--- config.mk ---
export PLATFORM = sky130hd
export DESIGN_NAME = median_delay_line
export DESIGN_NICKNAME = d
export VERILOG_FILES = /design/src/rtl/median_delay_line.sv
export SDC_FILE = /design/constraint.sdc
export NUM_CORES = 1
export LEC_CHECK = 0
export CAP_MARGIN = 10
export CORE_AREA = 3 3 114 116
export DETAILED_ROUTE_END_ITERATION = 12
export DIE_AREA = 0 0 117 119
export SYNTH_ARGS = -nofsm -noshare
export SYNTH_HDL_FRONTEND = slang
export SYNTH_SLANG_ARGS = --single-unit
export TNS_END_PERCENT = 10
--- constraint.sdc ---
create_clock -name clk -period 3.2 [get_ports clk]
set_clock_uncertainty 0.05 [all_clocks]
set_input_delay 0.48 -clock clk [delete_from_list [all_inputs] [get_ports clk]]
set_output_delay 0.48 -clock clk [all_outputs]
set_load 0.005 [all_outputs]
--- src/rtl/median_delay_line.sv ---
// median_delay_line
//   Runtime-adjustable delay line for the median-filter pixel pipeline.
//   Delays an N-bit sample stream by L clock-enabled cycles (L = clamp(len),
//   1..DEPTH). It also flags when the output holds real data. Storage is a
//   circular buffer of L-1 stages followed by the output register q.
//
// Ports
//   clk      rising-edge clock
//   rst_n    synchronous reset, active low
//   ce       clock enable, one sample accepted per enabled cycle
//   len      requested delay in ce-cycles (0 -> 1, >DEPTH -> DEPTH)
//   d        input sample
//   q        delayed sample (registered, 0 until valid)
//   q_valid  q holds a genuine delayed sample
module median_delay_line #(
    parameter int N     = 5,
    parameter int DEPTH = 16,
    localparam int LEN_W = $clog2(DEPTH + 1)
) (
    input  logic             clk,
    input  logic             rst_n,
    input  logic             ce,
    input  logic [LEN_W-1:0] len,
    input  logic [N-1:0]     d,
    output logic [N-1:0]     q,
    output logic             q_valid
);

    // The buffer holds at most DEPTH-1 stages. It is rounded up to a power of two
    // so that the pointer indexes it exactly.
    localparam int PTR_W = (DEPTH > 2) ? $clog2(DEPTH - 1) : 1;
    localparam int MEM_D = 1 << PTR_W;

    logic [N-1:0]     mem [MEM_D];
    logic [LEN_W-1:0] len_c;
    logic [LEN_W-1:0] len_q;
    logic [LEN_W-1:0] fill;
    logic [LEN_W-1:0] last_ptr;
    logic [LEN_W:0]   fill_inc;
    logic [PTR_W-1:0] ptr;
    logic             restart;
    logic             accept;
    logic             now_valid;
    logic             wrap;
    logic             bypass;

    // Clamp the requested length. Also derive the per-edge control terms.
    // A change of clamp class causes a restart. The sample presented on that
    // edge is dropped. A length of one bypasses the buffer entirely.
    always_comb begin
        len_c = len;
        if (len == '0) begin
            len_c = LEN_W'(1);
        end else if (len > LEN_W'(DEPTH)) begin
            len_c = LEN_W'(DEPTH);
        end
        restart   = (len_c != len_q);
        accept    = ce && !restart;
        fill_inc  = {1'b0, fill} + (LEN_W + 1)'(1);
        now_valid = (fill_inc >= {1'b0, len_q});
        bypass    = (len_q == LEN_W'(1));
        last_ptr  = len_q - LEN_W'(2);
        wrap      = (LEN_W'(ptr) == last_ptr);
    end

    // Buffer write. The stage under the pointer is read into q on the same
    // edge, so each stage holds a sample for exactly L-1 accepts.
    // The buffer is never cleared. The fill count masks stale contents.
    always_ff @(posedge clk) begin
        if (rst_n && accept && !bypass) begin
            mem[ptr] <= d;
        end
    end

    // Control and output register. q acts as the synchronous read register
    // of the buffer. It is forced to zero until L samples have been accepted.
    always_ff @(posedge clk) begin
        if (!rst_n || restart) begin
            q       <= '0;
            q_valid <= 1'b0;
            ptr     <= '0;
            fill    <= '0;
            len_q   <= len_c;
        end else if (ce) begin
            if (fill != len_q) begin
                fill <= fill_inc[LEN_W-1:0];
            end
            q_valid <= now_valid;
            if (!now_valid) begin
                q <= '0;
            end else if (bypass) begin
                q <= d;
            end else begin
                q <= mem[ptr];
            end
            if (!bypass) begin
                ptr <= wrap ? '0 : ptr + PTR_W'(1);
            end
        end
    end

endmodule
Word-level counts from Yosys, hierarchy flattened
Memories as Yosys holds them, arrays and structs flattened. A register that Yosys moved wholly into a read port is not among the register bits.
Index checks and enable logic that the tools add are counted.
{"block": "op_classes", "reduce_logical": 10, "addsub": 3, "n_bitwise": 1, "n_mux": 9, "n_eq_ne": 4, "order_cmp": 2}
{"op": "$mux 5", "count": 4}
{"op": "$mux 4", "count": 3}
{"op": "$ne 5x5->1", "count": 2}
{"op": "$add 5x1->6 const B", "count": 1}
{"op": "$ge 6x5->1", "count": 1}
{"op": "$eq 4x5->1", "count": 1}
{"op": "$eq 5x1->1 const B", "count": 1}
{"op": "$gt 5x5->1 const B", "count": 1}
{"op": "$logic_not 5->1", "count": 1}
{"op": "$sub 5x2->5 const B", "count": 1}
{"op": "$add 4x1->4 const B", "count": 1}
{"op": "$reduce_and 2->1", "count": 2}
{"op": "$logic_and 1x1->1", "count": 3}
{"op": "$logic_not 1->1", "count": 3}
{"op": "$mux 1", "count": 2}
{"op": "$logic_or 1x1->1", "count": 1}
{"op": "$not 1->1", "count": 1}
{"block": "totals", "mem_bits_rw": 80, "register_bits": 20, "output_inout_bits": 6, "mem_count": 1, "word_cells": 35, "in_bits": 13}
{"memory": "mem", "words": 16, "word_bits": 5, "read_ports": 1, "rd_ports_with_merged_regs": 1, "write_ports": 1, "line_no": "34", "text": "logic [N-1:0] mem [MEM_D];"}

Longest topological paths before layout
{"block": "logic_depth", "depth_word": 10, "depth_mapped": 8, "depth_no_buf": 8}

Worst setup path before layout
Ideal clock, no wire load.
{"block": "synth_path", "path_type": "input to register", "start": "input len[4]", "end": "memory mem[14][0] (enable)", "t_required_ps": 2769, "stages": 7, "arrival_ps": 2013, "slack_ps": 756, "setup_time_ps": 381, "path_buffers": 2, "cell_sequence": "clkbuf_2 > o21bai_1 > xor2_1 > and4b_1 > inv_1 > buf_2 > nor4_1"}
{"block": "synth_between", "elab_chain_len": 10, "elab_cells_between_ends": 11, "cone_classes": "order compare (1); eq/ne (1); mux (4); reduce/logical (5)"}
{"element": "start: declaration", "line_no": "23", "text": "input logic [LEN_W-1:0] len,"}
{"element": "$gt 5x5->1", "line_no": "54", "text": "end else if (len > LEN_W'(DEPTH)) begin"}
{"element": "$mux 5", "line_no": "54"}
{"element": "$mux 5 *", "line_no": "52", "text": "if (len == '0) begin"}
{"element": "$ne 5x5->1 *", "line_no": "57", "text": "restart = (len_c != len_q);"}
{"element": "$logic_not 1->1 *", "line_no": "58", "text": "accept = ce && !restart;"}
{"element": "$logic_and 1x1->1 *", "line_no": "58"}
{"element": "$logic_and 1x1->1 * (2 in series)", "line_no": "70", "text": "if (rst_n && accept && !bypass) begin"}
{"element": "$mux 1 *", "line_no": "70"}
{"element": "$mux 1 (not written as such) *", "line_no": "71", "text": "mem[ptr] <= d;"}
{"element": "end: declaration", "line_no": "34"}
Every way passes the cells marked *; elsewhere a longest branch is shown, timed or not.

Final worst setup path
{"block": "layout_path", "start": "input len[1]", "end": "memory mem[14][1] (enable)"}
Same word-level chain as after synthesis.

==> impl_results.md <==
* Grt total ovfl at 0
* CTS Hold Bufs at 0
* Hpwl dp at between 6000 and 7000 um
* IO Pins at 19
* Vias at about 2800
* Mapped Area at 4750 sq um
* Peak supply drop at between 200 and 250 uV
* Global route hottest layer: met2
* Worst Hold Class: register to register
* Register area share after synthesis at roughly three fifths
* Post-CTS sizing at 0
* Antenna Cells at 0
* Endpoints failing hold at 0
* Final Cycle Share at between 70% and 80%
* Vias in the first global route at approximately 2800
* Clock buffer depth at 2
* CTS Sinks at about 100
* Count leader, synth: edfxtp_1
* CP endpoint kind: register
* Outcome: finished clean
* Worst path max stage delay at ~0.54 ns
* Worst Hold End: q_valid
* Drt drc at 0
* Top cells by area, synth: edfxtp_1 (54%), dfxtp_1 (8.0%), mux4_2 (4.7%)
* Worst Path Arrival at ~2.5 ns
* Yosys warning count at 0
* Initial antenna violation count at 0
* Number of distinct library cells after synthesis at 50
* Critical path class: primary input to register
* Largest area contributor in the netlist: edfxtp_1
* Grt met3 use at between 2 and 3%
* CTS H-tree depth at 3
* Synth cell count leaders: edfxtp_1 (85), nand2_1 (22), dfxtp_1 (19)
* Worst-path clk slew at 0.06 ns
* First-pass GRT wire length at ~15000 um
* Die area at around 14000 sq um
* Fill cells at between 1000 and 1500
* Core area at about 12000 sq um
* Hold wc startpoint: q_valid
* Max-cap violations at 0
* IO buf count at 18
* Post-Syn Instances at 337
* Starting Density at ~40%
* Fin Hold WS at 0.435 ns
* Peak Freq at between 400 and 500 MHz
* Syn_area_per_cell at ~14 sq um
* Critical-path top delay cell: clkdlybuf4s50_1
* R2r endpoint: mem[14][1]
* Nets at between 300 and 400
* Root Buffer: clkbuf_16
* Slew Viols, Final at 0
* Setup violators final at 0
* Post-route minimum period at around 2.5 ns
* R2R Path Start: len_q[1]
* RSZ-0062 raised after global routing: no
* Die Wd at approximately 120 um
* DRT antenna net count at 0
* R2R depth at 7
* Asr flop ratio synth at 0%
* Post-detailed-route wirelength per cell at around 18 um
* Post-Syn Nets at around 360
* Drt first pass iters at 4
* Starting DRT DRC Count at about 210
* Flop2flop setup slack at ~0.86 ns
* Crit path cell chain: clkdlybuf4s50_1 -> nor3_1 -> o21bai_1 -> xor2_1 -> and4b_1 -> inv_1 -> nor4_1 -> buf_4
* Die Height at about 120 um
* Worst Hold Path Cells at 2
* Measured slew at the worst slew-check pin at approximately 0.70 ns
* Required @ worst endpoint at approximately 3.2 ns
* TritonCTS clock tree: done
* Setup TNS at 0 ns
* Worst-Skew Late Latency at 0.34 ns
* Post-route cell area at approximately 5400 sq um
* Number of flops mapped to enable cells by yosys at 85
* GR Util met2 at between 20 and 25%
* Post-synth top flop: edfxtp_1
* Layout cell share with drive strength beyond 1 at between 15 and 20%
* DR vias/cell at 5.39
* Final WL at roughly 9000 um
* Cell area after placement at 5090 sq um
* Post-synthesis register bit count at between 100 and 150
* Met1 Use GR at around a fifth
* Pwr Density at about 500 nW/um^2
* Rel. slew slack at between 50% and 60%
* Area Overhead vs Synth at 13.8%
* Global placement routability congestion at 0.774
* CP Max Fanout at 12
* Post-CTS setup buffers at 0
* CTS Buf Count at 9
* Post-synth top area share at 53.7%
* Largest net degree at the start of global routing at 18
* Total GRT Usage at 14.3%
* Rows at 40
* Crit start category: primary input
* Leakage Power at about 1.8 nW
[metal layers]
layer  vias up  routed length (um)
met3        12                 245
li1       1352                   -
met5         -                   0
met2        30                4560
met1      1371                4260
met4         0                 162
[report_power, final]
group / switching [mW] / internal [mW]
sequential: 0.0106 / 1.47
clock: 0.470 / 0.686
combinational: 0.0757 / 0.0520
[worst max path at each step]
stage               startpoint    endpoint  slack [ns]  depth (start not counted)
floorplan               len[4]  mem[14][0]        0.76                          7
CTS                     len[1]  mem[14][1]        0.71                          8
detailed placement      len[1]  mem[14][4]        0.34                          8
global route            len[4]  mem[14][1]        0.58                          7
global placement        len[4]  mem[14][0]        0.47                          7
finish                  len[1]  mem[14][1]        0.72                          8
[area by class of cell]
type,instances,area (sq um),area share (%)
repair buffers,32,285,5.27
inverters,10,37.5,0.693
multi-input cells,204,1650,30.5
clock buffers,9,225,4.16
well taps,147,184,3.40
clock inverters,7,95.1,1.76
flip-flops and latches,104,2930,54.2
[flip-flops by register name (all words and copies together) (netlist names), named ones only]
name and cells:
mem 80, ptr 4, len_q 5, q 5, q_valid 1, fill 5
[kinds of logic after synthesis]
logic type	Yosys count	share of synthesized area [%]
compound gates	56	8.68
flops	104	61.7
mux	29	8.95
xor+xnor	17	3.13
buf+inv	29	3.55
fa+ha+maj	11	2.89
simple gates	91	11.1
[through the flow]
| stage | utilization, % | instances | setup slack [ns] | power, mW |
|---|---|---|---|---|
| floorplan | - | 337 | 0.756 | 1.59 |
| global placement | 42.4 | 497 | 0.473 | 1.63 |
| detailed placement | 42.4 | 497 | 0.338 | 1.64 |
| CTS | 45.1 | 513 | 0.715 | 2.79 |
| global route | 45.1 | 513 | 0.577 | 2.86 |
| finish | 45.1 | 513 | 0.723 | 2.76 |
[critical path: cells and delay by family]
kind	cells	cell delay [ns]
XOR/XNOR	1	0.19
AO/OA/AOI/OAI	1	0.20
buffers and inverters	3	0.94
AND/OR/NAND/NOR	3	0.67
[layout by cell type (no fill, tap or decap), types with 3 or more instances in the layout]
| cell | count |
|---|---|
| a211oi_1 | 4 |
| a21oi_1 | 14 |
| a21oi_2 | 4 |
| a221oi_1 | 9 |
| a31oi_1 | 3 |
| and4_1 | 8 |
| and4_2 | 4 |
| buf_4 | 14 |
| clkbuf_16 | 9 |
| clkdlybuf4s50_1 | 18 |
| dfxtp_1 | 19 |
| edfxtp_1 | 85 |
| ha_1 | 11 |
| inv_1 | 9 |
| mux2_2 | 8 |
| mux2i_1 | 11 |
| mux4_2 | 10 |
| nand2_1 | 22 |
| nand3_1 | 11 |
| nor2_1 | 15 |
| nor2b_1 | 9 |
| nor3_1 | 10 |
| o211ai_1 | 5 |
| o21ai_0 | 4 |
| o22ai_1 | 4 |
| xnor2_1 | 9 |
| xor2_1 | 8 |
(Power assumes the default switching activity.)
==> patch (same flow settings) <==
The parameter `N` goes from 5 to 4.
--- a/src/rtl/median_delay_line.sv
+++ b/src/rtl/median_delay_line.sv
@@ -13,7 +13,7 @@
 //   q        delayed sample (registered, 0 until valid)
 //   q_valid  q holds a genuine delayed sample
 module median_delay_line #(
-    parameter int N     = 5,
+    parameter int N     = 4,
     parameter int DEPTH = 16,
     localparam int LEN_W = $clog2(DEPTH + 1)
 ) (
Interface: changed (resized d and q); port bits go from 19 to 17. No check against the original RTL was run, so the function may have changed too.
==> patch against the unedited design <==
  * Area after synthesis is 15% lower
  * Clock power decreased by 18%
  * Highest routed layer unchanged
  * Sequential cell count decreased by 17
  * Critical path type unchanged
  * Die area unchanged
  * Cell count decreased by 8.8%
  * Non-clock buffer count fell by 3
  * Cell area shrank 14%
  * First-iteration DRC count decreased by 6.3%
  * Setup slack worse by 160 ps
  * Wire length is 15% lower
  * Power is 17% lower
==> patch: results (changes against the unedited design) <==
INFO  metric status = finished, final reports clean
INFO  metric cp_data_arrival_time = 2560 ps (+70 ps)
INFO  metric drt_iter0_drc = 195 (-6.3%)
INFO  metric via_count_of_the_first_global_routing_pass = 2331 (-16%)
INFO  metric post_synth_fa_ha_maj_area_fraction = 3.399% (+0.50 points)
INFO  metric switchingPower = 0.5051 mW (-9.3%)
INFO  metric cts_setup_buffers = 0 (unchanged)
INFO  metric total_nets_final = 340 (-12%)
INFO  metric muxShareOfSynthArea = 10.32% (+1.4 points)
INFO  metric synth_area_leaders = edfxtp_1 51%, dfxtp_1 8.9%, mux4_2 6.1%
INFO  metric p_seq_share = 53.7% (+0.2 points)
INFO  metric synth-compound-area-share = 7.818% (-0.87 points)
INFO  metric post_synth_most_frequent_cells = 69 x edfxtp_1, 23 x nor3_1, 18 x dfxtp_1
INFO  metric ys_types = 51 (+2.0%)
INFO  metric timing.max_slew.rel_slack = 45.79% (-7.3 points)
INFO  metric leakage = 1.489 nW (-16%)
INFO  metric place.gp.congestion = 0.7581 (-2.1%)
INFO  metric buffer_ports.inserted = 16 (-2)
INFO  metric finalHoldWorstSlack = 414.7 ps (-20.02 ps)
INFO  metric filler_cell_count = 1114 (+2.0%)
INFO  metric worst_setup_slack_before_clock_tree_synthesis = 246.8 ps (-91.47 ps)
INFO  metric pwr_density_cell = 498.3 nW/um^2 (-2.4%)
INFO  metric cp_max_fo = 11 (-1)
INFO  metric yosysSeqAreaShare = 60.07% (-1.6 points)
INFO  metric min_path_type = flop to flop
INFO  metric reg2reg_path_depth = 5 (-2)
INFO  metric wl = 7810 um (-15%)
INFO  metric postSynthNetCount = 315 (-13%)
INFO  metric setup.worst_path.start = len[4]
INFO  metric vias = 2378 (-14%)
INFO  metric track_usage = 12.08% (-2.3 points)
INFO  metric power.share.clock = 41.2% (-0.7 points)
INFO  metric post_synth_xor_area_fraction = 3.461% (+0.33 points)
INFO  metric hpwlAfterDp = 5609 um (-15%)
INFO  metric worst_setup_path_endpoint = mem[5][0]$_DFFE_PP_
-- patch: cell type report --
type / instances / area share (%)
tap: 147 / 3.974
timing repair buffer: 29 / 5.569
clock buffer: 9 / 4.866
sequential: 87 / 52.55
inverter: 14 / 1.135
multi-input combinational: 176 / 30.98
clock inverter: 6 / 0.9192
-- patch: metrics by stage --
step | cell area [sq um] | instances
final | 4628 | 468
after global routing | 4628 | 468
after CTS | 4628 | 468
after detailed placement | 4360 | 453
after global placement | 4360 | 453
after floorplan | 4049 | 292
-- patch: metal layers --
layer  wire, um  part of all wire (%)  global-route usage, %  up-vias
li1           -                     -                      -     1167
met1       3685                    47                  16.77     1165
met2       3707                    47                  18.42       39
met3        323                   4.1                  3.303        7
met4         95                   1.2                  3.656        0
met5          0                     0                      0        -
-- patch: critical path, stage by stage --
cell and delay (ps):
clkdlybuf4s50_1 600, o31ai_1 320, and4_2 290, nand4b_1 320, nor3_1 550
